===== src/rtl/serial_seq_tx.sv =====
// serial_seq_tx: framed serial word transmitter (preamble, data MSB first, idle gap).
// Define SERIAL_SEQ_TX_PARITY_EN to append an even-parity bit after the data bits.
module serial_seq_tx #(
    parameter int                 WIDTH   = 8,
    parameter int                 PRE_LEN = 4,
    parameter logic [PRE_LEN-1:0] PRE_PAT = 4'b1010,
    parameter int                 GAP_LEN = 2
) (
    input  logic             clk,
    input  logic             rst,
    input  logic             din_valid,
    input  logic [WIDTH-1:0] din_data,
    output logic             din_ready,
    output logic             x_out,
    output logic             x_en,
    output logic             done,
    output logic [1:0]       state
);
`ifdef SERIAL_SEQ_TX_PARITY_EN
    localparam int PAR = 1;
`else
    localparam int PAR = 0;
`endif
    localparam int M1   = (PRE_LEN > WIDTH + 1) ? PRE_LEN : WIDTH + 1;
    localparam int MAXC = (M1 > GAP_LEN) ? M1 : GAP_LEN;
    localparam int CW   = $clog2(MAXC + 1);
    localparam logic [CW-1:0] PRE_LD  = CW'(PRE_LEN - 1);
    localparam logic [CW-1:0] DATA_LD = CW'(WIDTH + PAR - 1);
    localparam logic [CW-1:0] GAP_LD  = CW'(GAP_LEN - 1);
    localparam logic [CW-1:0] ONE     = CW'(1);

    typedef enum logic [1:0] {IDLE = 2'b00, PRE = 2'b01, DATA = 2'b10, GAP = 2'b11} state_t;

    state_t             state_q, state_d;
    logic [CW-1:0]      cnt_q, cnt_d;
    logic [WIDTH-1:0]   shift_q, shift_d;
    logic [PRE_LEN-1:0] pre_sh;
    logic               data_bit;

    always_ff @(posedge clk or posedge rst) begin
        if (rst) begin
            state_q <= IDLE;
            cnt_q   <= '0;
            shift_q <= '0;
        end else begin
            state_q <= state_d;
            cnt_q   <= cnt_d;
            shift_q <= shift_d;
        end
    end

`ifdef SERIAL_SEQ_TX_PARITY_EN
    logic parity_q, parity_d;
    always_ff @(posedge clk or posedge rst) begin
        if (rst) parity_q <= 1'b0;
        else     parity_q <= parity_d;
    end
    always_comb parity_d = (state_q == IDLE && din_valid) ? ^din_data : parity_q;
    // The counter reaches zero on the extra cycle that follows the last data bit.
    assign data_bit = (cnt_q == '0) ? parity_q : shift_q[WIDTH-1];
`else
    assign data_bit = shift_q[WIDTH-1];
`endif

    always_comb begin
        state_d = state_q;
        cnt_d   = cnt_q;
        shift_d = shift_q;
        case (state_q)
            IDLE: if (din_valid) begin
                state_d = PRE;
                cnt_d   = PRE_LD;
                shift_d = din_data;
            end
            PRE: begin
                state_d = (cnt_q == '0) ? DATA : PRE;
                cnt_d   = (cnt_q == '0) ? DATA_LD : cnt_q - ONE;
            end
            DATA: begin
                shift_d = shift_q << 1;
                state_d = (cnt_q == '0) ? GAP : DATA;
                cnt_d   = (cnt_q == '0) ? GAP_LD : cnt_q - ONE;
            end
            GAP: begin
                state_d = (cnt_q == '0) ? IDLE : GAP;
                cnt_d   = (cnt_q == '0) ? '0 : cnt_q - ONE;
            end
            default: state_d = IDLE;
        endcase
    end

    // The preamble counts down from PRE_LEN-1, so it directly selects the next pattern bit.
    assign pre_sh = PRE_PAT >> cnt_q;

    always_comb begin
        din_ready = (state_q == IDLE);
        x_en      = (state_q == PRE) || (state_q == DATA);
        x_out     = (state_q == PRE) ? pre_sh[0] : (state_q == DATA) ? data_bit : 1'b0;
        done      = (state_q == GAP) && (cnt_q == '0);
        state     = state_q;
    end
endmodule

===== config.mk =====
export PLATFORM = sky130hd
export DESIGN_NAME = serial_seq_tx
export DESIGN_NICKNAME = d
export VERILOG_FILES = /design/src/rtl/serial_seq_tx.sv
export SDC_FILE = /design/constraint.sdc
export NUM_CORES = 1
export LEC_CHECK = 0
export ABC_CLOCK_PERIOD_IN_PS = 4100
export CAP_MARGIN = 20
export CORE_MARGIN = 2
export CORE_UTILIZATION = 53
export DETAILED_ROUTE_END_ITERATION = 6
export GPL_TIMING_DRIVEN = 1
export PLACE_DENSITY = 0.82
export SLEW_MARGIN = 20
export SYNTH_ARGS = -nofsm -noshare
export SYNTH_HDL_FRONTEND = slang
export SYNTH_SLANG_ARGS = --single-unit

===== constraint.sdc =====
create_clock -name clk -period 4.1 [get_ports clk]
set_input_delay 0.82 -clock clk [delete_from_list [all_inputs] [get_ports clk]]
set_output_delay 0.82 -clock clk [all_outputs]
set_load 0.03 [all_outputs]

==> summary.md <==
| Metric | Value |
|---|---|
| Die area | 1970 µm² |
| Leakage | 0.475 nW |
| Largest net degree at the start of global routing | 20 |
| Final Max Tran Viols | 0 |
| Maximum fanout along the worst path | 4 |
| Achievable Freq | 333 MHz |
| Tcrit/Tclk final | 73.3% |
| Critical path's slowest cell | clkdlybuf4s50_1 |
| Buffers and inverters on the worst path | 2 |
| Post-route cell area | 1060 µm² |
| Synth Register Bits | 14 |
| # setup viols final | 0 |
| Worst setup EP type | output pin |
| Total Power | 0.954 mW |
| Filler cell count in the final layout | 117 |
| Clk_skew | 0.000703 ns |
| Via count | 781 |
| Layout cells sized above 1 | 7.69% |
| Status | finished clean |
| Synthesized area per cell | 8.55 µm² |
| Pint | 0.503 mW |
| Vias per cell | 5.87 |
| CP peak stage delay | 0.66 ns |
| Max-cap violations | 0 |
| # rows | 14 |
| WP depth | 5 |
| Synth Warn # | 0 |
| Die extent in y | 44.4 µm |
| CTS H-tree lvls | 1 |
| DRT Wirelength | 1960 µm |
| Root buf cell | clkbuf_4 |
| Total track usage | 22.9% |
| Crit path cell chain | inv_1 > ha_1 > nor3b_2 > and2_1 > clkdlybuf4s50_1 |
| Worst EP arrival | 2.19 ns |
| Setup crit start kind | flop |
| Dpl hpwl | 1410 µm |
| Vias in the first global route | 706 |
| Sw frac | 47.3% |
| Final min period | 3.01 ns |
| Drt first pass iters | 4 |
| Crit Path Class | reg -> out |
| Post-DR wirelength/cell | 14.7 µm |
| Post-CTS setup buffers | 0 |
| Overflow after GRT | 0 |
| Data required time of the critical path | 3.28 ns |
| Syn nets | 119 |
| Part of the Yosys area used for sequential elements | 40.6% |
| Relative slew slack | 61.1% |
| Reg2Reg Depth | 6 |
| Clock Latency Late Sink | 0.29 ns |
| Initial DRC count | 40 |
| Area leader, netlist | dfrtp_1 |
| TritonCTS clock tree | yes |
| CTS clock-pin slew for the worst setup and hold paths | 0.09 ns |
| Mapped Cells | 101 |
| Layout net count | 136 |
| Initial antenna violation count | 0 |
| Synth area leaders | dfrtp_1 (41%), ha_1 (10%), nor2_1 (8.7%) |
| Post-DRT Antenna Nets | 0 |
| Clk pwr share | 11.1% |
| Die width | 44.4 µm |
| # IOs | 17 |
| Comb power frac | 61.8% |
| DP Area | 1020 µm² |
| CTS resizes | 0 |
| Pin slew with the least headroom to its limit | 0.584 ns |
| Clk buf depth | 2 |
| Num CTS Buffers | 3 |
| IO Port Bufs | 16 |
| Cell Pwr Density | 900 nW/µm² |
| Peak supply drop | 579 µV |
| Global-route wire length before repair | 3230 µm |
| Worst Hold Path Cells | 2 |
| Core area | 1520 µm² |
| Clk sink count | 14 |
| Area Growth Syn to Fin | 22.9% |
| # diodes | 0 |
| Initial core utilization | 56.7% |
| Setup TNS | 0 ns |
| Distinct cells, synth | 30 |
| Synth top area share | 40.6% |
| Post-route DRC | 0 |
| RSZ-0062 raised after global routing | false |
| Crit path max-delay family | buffers and inverters |
| Placer congestion estimate | 0.802 |
| Cts hold-fix bufs | 0 |
| HP Class | reg -> reg |
| Post-synthesis cell area | 863 µm² |
| Reg power frac | 27.2% |
| Hold Violations, Final | 0 |
| Psw | 0.452 mW |
## sequential cells by signal, summed over array words and instances (netlist names)
name and cells:
cnt_q 4, shift_q 8, state 2
## layout by cell type, fill, tap and decap left out, drive strengths merged, types with 2 or more instances in the layout
master and count:
nor2 21, clkdlybuf4s50 16, dfrtp 14, inv 12, o22ai 8, ha 7
nand2 5, clkbuf 4, a21oi 3, nor3 3, a31oi 3, o21ai 3
o31ai 2, a21boi 2
## path summary, 6_finish.rpt
| check | startpoint | endpoint | slack [ns] |
|---|---|---|---|
| worst max-delay path | cnt_q[0]$_DFFE_PP0P_ | done | 1.09 |
| worst min-delay path | shift_q[7]$_DFFE_PP0P_ | shift_q[7]$_DFFE_PP0P_ | 0.53 |
| worst max register to register | state[1]$_DFFE_PP0P_ | shift_q[7]$_DFFE_PP0P_ | 2.21 |
| worst min register to register | shift_q[7]$_DFFE_PP0P_ | shift_q[7]$_DFFE_PP0P_ | 0.53 |
| max in group asynchronous | rst | shift_q[7]$_DFFE_PP0P_ | 2.86 |
| min in group asynchronous | rst | state[1]$_DFFE_PP0P_ | 0.87 |
## kinds of logic (layout without fill, tap and decap cells)
group                      after synthesis  count (layout)  share of synthesized area (%)
AOI/OAI and AO/OA                       27              27                           21.3
adders and majority gates                7               7                           10.1
DFF                                     14              14                           40.6
buffers and inverters                   16              32                           7.39
and+or+nand+nor                         37              37                           20.6
## worst register-to-register path: stages, from the launching register on
cell and delay, ns:
dfrtp_1 0.43, inv_1 0.11, ha_1 0.53, nand2b_1 0.29, nand2_1 0.25, o22ai_1 0.13
nor2_1 0.10
## cell usage after synthesis (all sizes together)
library cell  count
a21boi            2
clkbuf            1
or2               1
o211ai            1
o32ai             1
o31ai             2
a31oi             3
buf               3
a21o              1
nand2             5
o22ai             8
inv              12
a22oi             1
o21ai             3
or3b              1
nor2             21
a21oi             3
nand2b            1
nand3b            1
and2              1
nor3              3
or3               1
o31a              1
nor3b             1
dfrtp            14
ha                7
nor2b             1
a222oi            1
## metrics by stage
step	hold slack [ns]	util, %	instances	setup WS [ns]
finish	0.530	69.6	133	1.09
global placement	0.488	67.2	129	1.44
global route	0.565	69.6	133	0.953
detailed placement	0.510	67.2	129	1.43
floorplan	0.473	-	101	1.43
CTS	0.533	69.6	133	1.11
## layout make-up
type / count / area, µm² / share of cell area [%]
multi-input combinational: 71 / 449 / 42.3
sequential: 14 / 350 / 33.0
timing repair buffer: 16 / 160 / 15.1
inverter: 12 / 45.0 / 4.25
clock buffer: 4 / 36.3 / 3.42
tap: 16 / 20.0 / 1.89
## power groups by stage
stage	logic (mW)	registers [mW]	clock network, mW
2_1_floorplan	0.420	0.268	0
3_3_place_gp	0.569	0.256	0
3_5_place_dp	0.584	0.262	0
4_1_cts	0.589	0.258	0.105
5_1_grt	0.649	0.270	0.108
6_report	0.589	0.259	0.106
## layer usage
metal / routed length [µm] / GRT usage (%) / up-vias
li1: - / - / 382
met1: 840 / 28.7 / 363
met2: 966 / 38.5 / 30
met3: 110 / 3.67 / 6
met4: 38 / 10.9 / 0
met5: 0 / 0 / -
Note: power is estimated with default switching activity, not from simulation.
